===== src/rtl/spinner_multi.sv =====
// Multi-channel rotary-control synthesiser: one wrapping angle counter per player, driven by
// strobe-timed buttons or signed spinner deltas. Define SPINNER_DIR_EN to add the spin_dir output.
module spinner_multi #(
    parameter int CHANNELS    = 2,
    parameter int ANGLE_W     = 4,
    parameter int DIV         = 8,
    parameter int FAST_DIV    = 2,
    parameter int MOUSE_SHIFT = 2,
    parameter int ACC_W       = 12
) (
    input  logic                        clk,
    input  logic                        reset,
    input  logic                        strobe,
    input  logic [CHANNELS-1:0]         use_spinner,
    input  logic [CHANNELS-1:0]         plus,
    input  logic [CHANNELS-1:0]         minus,
    input  logic [CHANNELS-1:0]         fast,
    input  logic                        delta_valid,
    input  logic [1:0]                  delta_ch,
    input  logic [8:0]                  delta,
    output logic [CHANNELS*ANGLE_W-1:0] spin_angle
`ifdef SPINNER_DIR_EN
    ,
    output logic [CHANNELS-1:0]         spin_dir
`endif
);
    localparam int CNT_W = (DIV > 1) ? $clog2(DIV) : 1;
    localparam logic [CNT_W-1:0] LIM_SLOW = CNT_W'(DIV - 1);
    localparam logic [CNT_W-1:0] LIM_FAST = CNT_W'(FAST_DIV - 1);
    // Accumulator sums are formed one bit wider so saturation can be detected before truncation.
    localparam logic signed [ACC_W:0] SUM_MAX = (ACC_W+1)'((1 << (ACC_W - 1)) - 1);
    localparam logic signed [ACC_W:0] SUM_MIN = -SUM_MAX - 1;

    logic strobe_d_reg;
    logic tick;

    assign tick = strobe & ~strobe_d_reg;

    always_ff @(posedge clk or posedge reset) begin
        if (reset) strobe_d_reg <= 1'b0;
        else       strobe_d_reg <= strobe;
    end

    genvar gi;
    generate
        for (gi = 0; gi < CHANNELS; gi++) begin : g_ch
            logic [ANGLE_W-1:0]      angle_reg, angle_next;
            logic [CNT_W-1:0]        cnt_reg, cnt_next;
            logic signed [ACC_W-1:0] acc_reg, acc_next;
            logic                    mode_reg;
            logic signed [ACC_W-1:0] step;
            logic signed [ACC_W-1:0] rem;
            logic signed [ACC_W:0]   sum;
            logic                    hit;
`ifdef SPINNER_DIR_EN
            logic dir_reg, dir_next;
`endif

            always_comb begin
                angle_next = angle_reg;
                cnt_next   = cnt_reg;
                acc_next   = acc_reg;
`ifdef SPINNER_DIR_EN
                dir_next   = dir_reg;
`endif
                step = acc_reg >>> MOUSE_SHIFT;
                rem  = acc_reg - (step <<< MOUSE_SHIFT);
                sum  = {acc_reg[ACC_W-1], acc_reg};
                hit  = delta_valid && (delta_ch == 2'(gi));

                if (use_spinner[gi] != mode_reg) begin
                    // Mode change: drop any partial progress, keep the angle.
                    cnt_next = '0;
                    acc_next = '0;
                end else if (!mode_reg) begin
                    if (plus[gi] ^ minus[gi]) begin
                        if (tick) begin
                            if (cnt_reg >= (fast[gi] ? LIM_FAST : LIM_SLOW)) begin
                                cnt_next   = '0;
                                angle_next = plus[gi] ? angle_reg + ANGLE_W'(1)
                                                      : angle_reg - ANGLE_W'(1);
`ifdef SPINNER_DIR_EN
                                dir_next   = plus[gi];
`endif
                            end else begin
                                cnt_next = cnt_reg + CNT_W'(1);
                            end
                        end
                    end else begin
                        cnt_next = '0;
                    end
                end else begin
                    if (tick) begin
                        angle_next = angle_reg + step[ANGLE_W-1:0];
                        sum        = {rem[ACC_W-1], rem};
`ifdef SPINNER_DIR_EN
                        if (step != '0) dir_next = ~step[ACC_W-1];
`endif
                    end
                    // A delta arriving on a tick lands after the step is taken out.
                    if (hit) sum = sum + {{(ACC_W+1-9){delta[8]}}, delta};
                    if (sum > SUM_MAX)      acc_next = SUM_MAX[ACC_W-1:0];
                    else if (sum < SUM_MIN) acc_next = SUM_MIN[ACC_W-1:0];
                    else                    acc_next = sum[ACC_W-1:0];
                end
            end

            always_ff @(posedge clk or posedge reset) begin
                if (reset) begin
                    angle_reg <= '0;
                    cnt_reg   <= '0;
                    acc_reg   <= '0;
                    mode_reg  <= 1'b0;
`ifdef SPINNER_DIR_EN
                    dir_reg   <= 1'b0;
`endif
                end else begin
                    angle_reg <= angle_next;
                    cnt_reg   <= cnt_next;
                    acc_reg   <= acc_next;
                    mode_reg  <= use_spinner[gi];
`ifdef SPINNER_DIR_EN
                    dir_reg   <= dir_next;
`endif
                end
            end

            assign spin_angle[gi*ANGLE_W +: ANGLE_W] = angle_reg;
`ifdef SPINNER_DIR_EN
            assign spin_dir[gi] = dir_reg;
`endif
        end
    endgenerate
endmodule

===== config.mk =====
export PLATFORM = sky130hd
export DESIGN_NAME = spinner_multi
export DESIGN_NICKNAME = d
export VERILOG_FILES = /design/src/rtl/spinner_multi.sv
export SDC_FILE = /design/constraint.sdc
export NUM_CORES = 1
export LEC_CHECK = 0
export ABC_AREA = 0
export CAP_MARGIN = 20
export CORE_UTILIZATION = 55
export DETAILED_ROUTE_END_ITERATION = 12
export PLACE_DENSITY = 0.8
export SLEW_MARGIN = 10
export SYNTH_ARGS = -nofsm -noshare
export SYNTH_HDL_FRONTEND = slang
export SYNTH_SLANG_ARGS = --single-unit

===== constraint.sdc =====
create_clock -name clk -period 5.42 [get_ports clk]
set_input_delay 1.626 -clock clk [delete_from_list [all_inputs] [get_ports clk]]
set_output_delay 1.626 -clock clk [all_outputs]
set_load 0.02 [all_outputs]

Word-level counts from Yosys, hierarchy flattened
Cells that the tools add are included.
Widths: inputs -> output; s select.
- flip-flop bits (word level): 41
- input bits: 23
- output and inout port bits: 8
- $add $sub $neg: 12
- $lt $le $gt $ge: 6
- equal/unequal tests: 11
- muxes and demuxes: 44
- bitwise gates (word level): 6
- reductions and logical operators: 13
- operators with widths (operator ; count):
    $mux 13 ; 12
    $mux 12 ; 8
    $mux 4 ; 12
    $mux 3 ; 12
    $add 13x13->13 ; 2
    $gt 13x12->1 const B ; 2
    $lt 13x12->1 const B ; 2
    $sub 12x12->12 ; 2
    $reduce_bool 2->1 ; 6
    $reduce_and 5->1 ; 2
    $add 4x1->4 const B ; 2
    $add 4x4->4 ; 2
    $ne 2x2->1 const B ; 4
    $sub 4x1->4 const B ; 2
    $add 3x1->3 const B ; 2
    $ge 3x3->1 ; 2
    $ne 3x3->1 const B ; 2
    $ne 2x1->1 const B ; 2
    $reduce_and 2->1 ; 2
    $not 1->1 ; 3
    $eq 2x1->1 const B ; 1
    $logic_and 1x1->1 ; 2
    $logic_not 2->1 ; 1
    $ne 1x1->1 ; 2
    other kinds (2) ; 3

Logic depth before layout (Yosys ltp)
Gate-level depths: netlist of the first run.
- word-level depth: 14
- gate-level depth with buffers: 14
- gate-level depth less buffers: 11

Least setup slack after synthesis of the first run
No wires, ideal clock.
- path kind: input port to flip-flop
- from: in strobe
- to: reg g_ch[0].acc_reg[10]
- library setup time: 101 ps
- arrival: 4354 ps
- setup slack: 966 ps
- stages on the path: 13
- buffers on the path: 4
- cells stage by stage: nand2b_1 clkbuf_1 clkbuf_1 clkbuf_1 and2_1 ha_1 nand2_1 a21oi_1 a41oi_1 a211o_1 a311o_1 buf_2 o311ai_2
- word-level cells in the longest chain between the ends: 13
- elaborated cells between the ends (all ways): 14
- classes of those cells: 1 x add/sub; 2 x order compare; 10 x mux; 1 x bitwise
- RTL lines (what ; line ; RTL):
    start, declared ; 13 ; input logic strobe,
    $and 1x1->1 * ; 37 ; assign tick = strobe & ~strobe_d_reg;
    $mux 13 * ; 93 ; if (tick) begin
    $mux 13 * ; 75 ; end else if (!mode_reg) begin
    $mux 13 * ; 71 ; if (use_spinner[gi] != mode_reg) begin
    $add 13x13->13 ; 101 ; if (hit) sum = sum + {{(ACC_W+1-9){delta[8]}}, delta};
    $mux 13 * ; 101 ;
    $mux 13 * ; 75 ;
    $mux 13 * ; 71 ;
    $lt 13x12->1 ; 103 ; else if (sum < SUM_MIN) acc_next = SUM_MIN[ACC_W-1:0];
    $mux 12 ; 103 ;
    $mux 12 * ; 102 ; if (sum > SUM_MAX) acc_next = SUM_MAX[ACC_W-1:0];
    $mux 12 * ; 75 ;
    $mux 12 * ; 71 ;
    end signal, assigned ; 120 ; acc_reg <= acc_next;
    end, declared ; 49 ; logic signed [ACC_W-1:0] acc_reg, acc_next;
Every way passes the cells marked *; elsewhere a longest branch is shown, timed or not. The select of a mux whose other input is x is not followed.
A chain may end at the register's enable or synchronous reset.

Worst setup path after layout of the first run
- from: in strobe
- to: reg g_ch[0].acc_reg[6]
The elaborated chain is that of the path after synthesis.

==> impl_metrics.csv, run 1 <==
group,metric,value,unit
run_status,status,"completed",
clocking,cts_resized,0,
worst_setup_path,critical_path_class,"input pin to register",
placed_design,hpwlAfterDp,8327,microns
synth,synth.ff_latch_count,41,
floorplanning,ios,31,
sta,tightest_slew,0.8002,ns
sta,hold_viol,0,
finish,syn_to_final_growth,11.38,%
synth,ys_async_sr_fraction,1.000,
sta,rsz0062_at_grt,"false",
min_path,hp-class,"register to register",
route,via_per_inst,6.369,
sta,fin_crit_sh,0.8794,
floorplanning,core_region_area,0.007331,sq mm
route,routed.top_layer,"met4",
floorplanning,start_util,0.5776,
sta,finalCriticalPeriod,4.766,ns
synth,avgSynthCellArea,7.885,sq um
clocking,htreeDepth,2,
global_route,grt_start_max_net_pins,22,
synth,syn-num-nets,590,
clocking,postCtsSetupBuffers,0,
clocking,hold_buffers,0,
route,routed_wl,11150,microns
route,dr.pass1.iters,5,
finish,final_cells,653,
placed_design,place_inst,645,
clocking,cts-root-buf,"clkbuf_8",
worst_setup_path,cp.arrival,4.98,ns
clocking,clk_latency,0.30,ns
sta,drv_slew,0,
sta,whs,0.4793,ns
pwr,switchingPower,455.5,uW
sta,clock.fmax,209.8,MHz
finish,largest_register_ffs,24,
route,drt_iter0_drc,264,
sta,clock-skew-final,0.008354,ns
global_route,grt_pass1_wl,19200,microns
synth,yosys_most_used_dff,"dfrtp_1",
pwr,swShare,0.3896,
route,wl_per_cell,17.08,microns
floorplanning,die_h,89.74,microns
sta,slew_headroom,0.4660,
pwr,p_seq_frac,0.364,
clocking,clk_path_buf_depth,2,
synth,ys_types,66,
finish,drive_above_1_share,0.07040,
floorplanning,die-width,89.74,microns
finish,n_antenna_cell,0,
pwr,internal_power,713.5,uW
clocking,numCtsBuffers,5,
route,dr_wl_met3,658,microns
finish,nNetsFinal,606,
placed_design,numPortBuffers,30,
synth,synth_edf_count,0,
worst_setup_path,path_max_fanout,14,
global_route,grt_use_total,0.2872,
floorplanning,fp-row-count,31,
global_route,antenna_found_initial,0,
route,route.vias.total,4159,
synth,synth_warnings,0,
worst_setup_path,cp.required,5.64,ns
floorplanning,die_area,0.008053,sq mm
pwr,vdd_drop_max,0.0001582,V
synth,ys_seq_area_frac,0.2423,
worst_setup_path,start_kind,"input pin",
pwr,clock_power_share,0.197,
sta,setup_tns,0,ns
sta,setup_viol,0,
pwr,power_density,247.9,mW/mm^2
global_route,first_global_vias,4089,
route,drcViolationCount,0,
route,ant_nets,0,
global_route,grt_overflow,0,
synth,syn_area,0.004234,sq mm
route,m1WireLength,4693,microns
clocking,clock-sinks,41,
pwr,pwr-share-comb,0.440,
placed_design,globalplace.congestion,0.9247,
synth,syn_inst,537,
clocking,cts_tree,"yes",
clocking,path_clk_slew,0.09,ns
pwr,p_leak,2.015,nW
worst_setup_path,end_kind,"register",
flow_run,max_cap_violations,0,
route,wl_met2,5630,microns
==> worst paths after layout <==
| check | start | to | slack (ns) | depth (start not counted) |
|---|---|---|---|---|
| min in group asynchronous | reset | g_ch[1].acc_reg[5] | 1.78 | 2 |
| max reg2reg | strobe_d_reg | g_ch[0].acc_reg[6] | 2.01 | 10 |
| min reg2reg | g_ch[0].angle_reg[3] | g_ch[0].angle_reg[3] | 0.48 | 1 |
| min | g_ch[0].angle_reg[3] | g_ch[0].angle_reg[3] | 0.48 | 1 |
| max | strobe | g_ch[0].acc_reg[6] | 0.65 | 11 |
| max in group asynchronous | reset | g_ch[0].acc_reg[5] | 2.86 | 3 |
==> power by group through the flow <==
stage	logic, mW	clock network (mW)	registers, mW
final	0.514	0.230	0.425
after global routing	0.567	0.243	0.435
after CTS	0.513	0.229	0.425
after floorplan	0.328	0	0.441
after detailed placement	0.510	0	0.431
after global placement	0.493	0	0.427
==> layout make-up <==
class                      count  area [sq um]
multi-input combinational    434          2958
fill                         618          2615
sequential                    41          1026
timing repair buffer          44         405.4
tap                           99         123.9
inverter                      27         101.3
clock buffer                   7         96.34
clock inverter                 1         5.005
==> critical path, stage by stage <==
cell             delay, ns
clkdlybuf4s50_1       0.49
nand2b_1              0.37
and2_1                0.34
ha_1                  0.38
a41oi_1               0.14
o21bai_1              0.17
a41oi_1               0.08
a211o_1               0.37
a311o_1               0.56
o31a_1                0.37
o21ai_0               0.07
==> stage by stage <==
step	instance area, sq um	util	setup slack (ns)	power, mW
after global routing	4716	0.6433	0.4686	1.245
after CTS	4716	0.6433	0.6859	1.168
after global placement	4614	0.6295	0.5531	0.9199
after detailed placement	4614	0.6295	0.3733	0.9411
final	4716	0.6433	0.6535	1.169
after floorplan	4234	-	0.9658	0.7687
==> routing by layer <==
metal	track usage	up-vias
met4	0.09973	0
met3	0.04822	15
li1	-	2012
met5	0	-
met2	0.5006	156
met1	0.3574	1976
==> synth_stat cells (15+ instances only) <==
cell type   n  area [sq um]
dfrtp_1    41          1026
nor2_1     36         135.1
clkbuf_1   16         60.06
ha_1       26         325.3
xnor2_1    18         157.7
a21oi_1    37         185.2
a21o_1     15         112.6
buf_2      16         80.08
o21ai_0    37         185.2
inv_1      26         97.59
nand2_1    59         221.5
nand3_1    18         90.09
==> cell usage in the layout (no fill, tap or decap), types with 18 or more instances in the layout <==
cell type and n:
a21oi_1 37, clkdlybuf4s50_1 30, dfrtp_1 41, ha_1 26
inv_1 26, nand2_1 59, nand3_1 18, nor2_1 36
o21ai_0 37, xnor2_1 18
==> cell families (layout without fill, tap and decap cells) <==
family	after synthesis	in the layout	synth area share
AOI/OAI and AO/OA	188	188	0.3056
and+or+nand+nor	173	173	0.2001
buffers and inverters	62	79	0.05969
DFF	41	41	0.2423
adders and majority gates	31	31	0.09811
xor gates and xnor gates	31	31	0.06413
muxes	11	11	0.03014
No activity file was read; power rests on OpenSTA's default activity.
==> inputs of run 2 (changes only) <==
--- a/config.mk
+++ b/config.mk
@@ -7,6 +7,7 @@
 export LEC_CHECK = 0
 export ABC_AREA = 0
 export CAP_MARGIN = 20
+export CORE_MARGIN = 4
 export CORE_UTILIZATION = 55
 export DETAILED_ROUTE_END_ITERATION = 12
 export PLACE_DENSITY = 0.8
==> impl_metrics.csv, run 2 (same netlist as run 1, synthesis figures left out) <==
group,metric,value,unit
run_status,status,"completed",
finish,ff_latch_area,0.001026,sq mm
global_route,grt_use_total,0.2578,
route,drt_iter0_drc,366,
route,ant_nets,0,
sta,slew_headroom,0.5213,
pwr,swShare,0.3882,
sta,hold_viol,0,
worst_setup_path,crit_slowest_cell,"a21oi_1",
placed_design,hpwlAfterDp,8259,microns
route,drcViolationCount,0,
clocking,clock-sinks,41,
clocking,htreeDepth,2,
worst_setup_path,startpoint,"delta[0]",
floorplanning,ios,31,
worst_setup_path,path_max_fanout,9,
finish,n_antenna_cell,0,
route,routed_wl,11040,microns
clocking,hold_buffers,0,
finish,fillerInstances,634,
clocking,postCtsSetupBuffers,0,
min_path,hp-class,"register to register",
pwr,power_density,247.9,mW/mm^2
sta,clock.fmax,211.4,MHz
worst_setup_path,r2r-start,"g_ch[0].acc_reg[1]",
sta,tightest_slew,0.7180,ns
clocking,cts_tree,"yes",
worst_setup_path,slowest_delay,0.58,ns
sta,finalCriticalPeriod,4.729,ns
route,via_per_inst,6.390,
sta,clock-skew-final,0.009538,ns
pwr,internal_power,712.9,uW
floorplanning,die_h,95.74,microns
pwr,p_seq_frac,0.365,
pwr,vdd_drop_max,0.0001919,V
clocking,clk_latency,0.30,ns
floorplanning,fp-row-count,31,
clocking,path_clk_slew,0.09,ns
pwr,switchingPower,452.4,uW
route,route.vias.total,4160,
sta,rsz0062_at_grt,"false",
floorplanning,core_region_area,0.007370,sq mm
global_route,antenna_found_initial,0,
finish,largest_register_ffs,24,
worst_setup_path,end_kind,"register",
sta,drv_slew,0,
sta,fin_crit_sh,0.8726,
sta,whs,0.4694,ns
floorplanning,die-width,95.74,microns
finish,syn_to_final_growth,11.02,%
worst_setup_path,start_kind,"input pin",
clocking,cts_resized,0,
global_route,grt_pass1_wl,18980,microns
worst_setup_path,path_cells,"clkdlybuf4s50_1 > ha_1 > inv_1 > fa_1 > nor2b_1 > o311a_1 > a21oi_1 > o31a_1 > o31a_1 > a21oi_1 > nand2_1 > o311ai_2",
floorplanning,start_util,0.5745,
finish,mostFrequentLayoutCell,"nand2_1",
global_route,grt_overflow,0,
min_path,hp-start,"g_ch[0].angle_reg[3]",
finish,multiInputGateArea,0.002958,sq mm
floorplanning,die_area,0.009166,sq mm
worst_setup_path,cp.required,5.63,ns
placed_design,globalplace.congestion,0.8903,
clocking,numCtsBuffers,5,
finish,final_cell_mix,"nand2_1 (59), dfrtp_1 (41), a21oi_1 (37), o21ai_0 (37), nor2_1 (36)",
finish,nNetsFinal,604,
global_route,grt_start_max_net_pins,42,
finish,drive_above_1_share,0.06703,
sta,setup_tns,0,ns
global_route,first_global_vias,4008,
flow_run,max_cap_violations,0,
route,dr.pass1.iters,5,
placed_design,numPortBuffers,30,
pwr,p_leak,2.005,nW
clocking,clk_path_buf_depth,2,
clocking,cts-root-buf,"clkbuf_8",
route,wl_per_cell,16.96,microns
worst_setup_path,cp.arrival,4.94,ns
sta,setup_viol,0,
pwr,clock_power_share,0.197,
worst_setup_path,critical_path_class,"input pin to register",
pwr,pwr-share-comb,0.438,
-- run 2: changes by cell type in the layout (fill, tap and decap cells not counted) --
cell,delta
buf_4,-2
-- run 2: power groups by stage --
stage	sequential [mW]	clock (mW)	combinational, mW
CTS	0.425	0.233	0.510
detailed placement	0.431	0	0.506
global route	0.436	0.244	0.566
floorplan	0.441	0	0.328
global placement	0.428	0	0.492
finish	0.425	0.229	0.511
-- run 2: area by class of cell --
cell class / instances / share of cell area
clock buffers: 7 / 0.02050
flip-flops and latches: 41 / 0.2183
repair buffers: 42 / 0.08304
multi-input cells: 434 / 0.6292
clock inverters: 1 / 0.001065
well taps: 99 / 0.02635
inverters: 27 / 0.02156
-- run 2: metal layers --
layer / wire length, microns / up-vias / GRT usage
met5: 0 / - / 0
met4: 193 / 0 / 0.07938
met3: 624 / 23 / 0.03362
met2: 5478 / 146 / 0.4464
met1: 4745 / 1983 / 0.3335
li1: - / 2008 / -
-- run 2: path summary, 6_finish.rpt --
| path | cells past startpoint | slack (ns) | to |
|---|---|---|---|
| min reg2reg | 1 | 0.47 | g_ch[0].angle_reg[3] |
| min | 1 | 0.47 | g_ch[0].angle_reg[3] |
| min in group asynchronous | 3 | 1.76 | g_ch[1].cnt_reg[1] |
| max in group asynchronous | 3 | 3.28 | g_ch[1].acc_reg[6] |
| max | 12 | 0.69 | g_ch[0].acc_reg[9] |
| max reg2reg | 10 | 2.18 | g_ch[0].acc_reg[9] |
-- run 2: worst max-delay path: cells and delay by family --
family,cells,cell delay (ns)
compound gates,6,1.71
simple gates,2,0.46
buf+inv,2,0.55
fa+ha+maj,2,0.59
-- run 2: stage by stage --
step	utilization	setup WS (ns)	area, sq um	cells	total power [mW]
after global routing	0.6379	0.4892	4701	651	1.246
final	0.6379	0.6905	4701	651	1.165
after floorplan	-	0.9658	4234	537	0.7687
after CTS	0.6379	0.7336	4701	651	1.168
after global placement	0.6241	0.5389	4599	643	0.9200
after detailed placement	0.6241	0.4336	4599	643	0.9370
==> inputs of run 3 (changes only) <==
--- a/config.mk
+++ b/config.mk
@@ -6,12 +6,11 @@
 export NUM_CORES = 1
 export LEC_CHECK = 0
 export ABC_AREA = 0
-export CAP_MARGIN = 20
+export CAP_MARGIN = 15
 export CORE_MARGIN = 4
 export CORE_UTILIZATION = 55
 export DETAILED_ROUTE_END_ITERATION = 12
 export PLACE_DENSITY = 0.8
-export SLEW_MARGIN = 10
 export SYNTH_ARGS = -nofsm -noshare
 export SYNTH_HDL_FRONTEND = slang
 export SYNTH_SLANG_ARGS = --single-unit
==> results of run 3 <==
No change in the layout: final DEF, timing and power equal those of run 2.
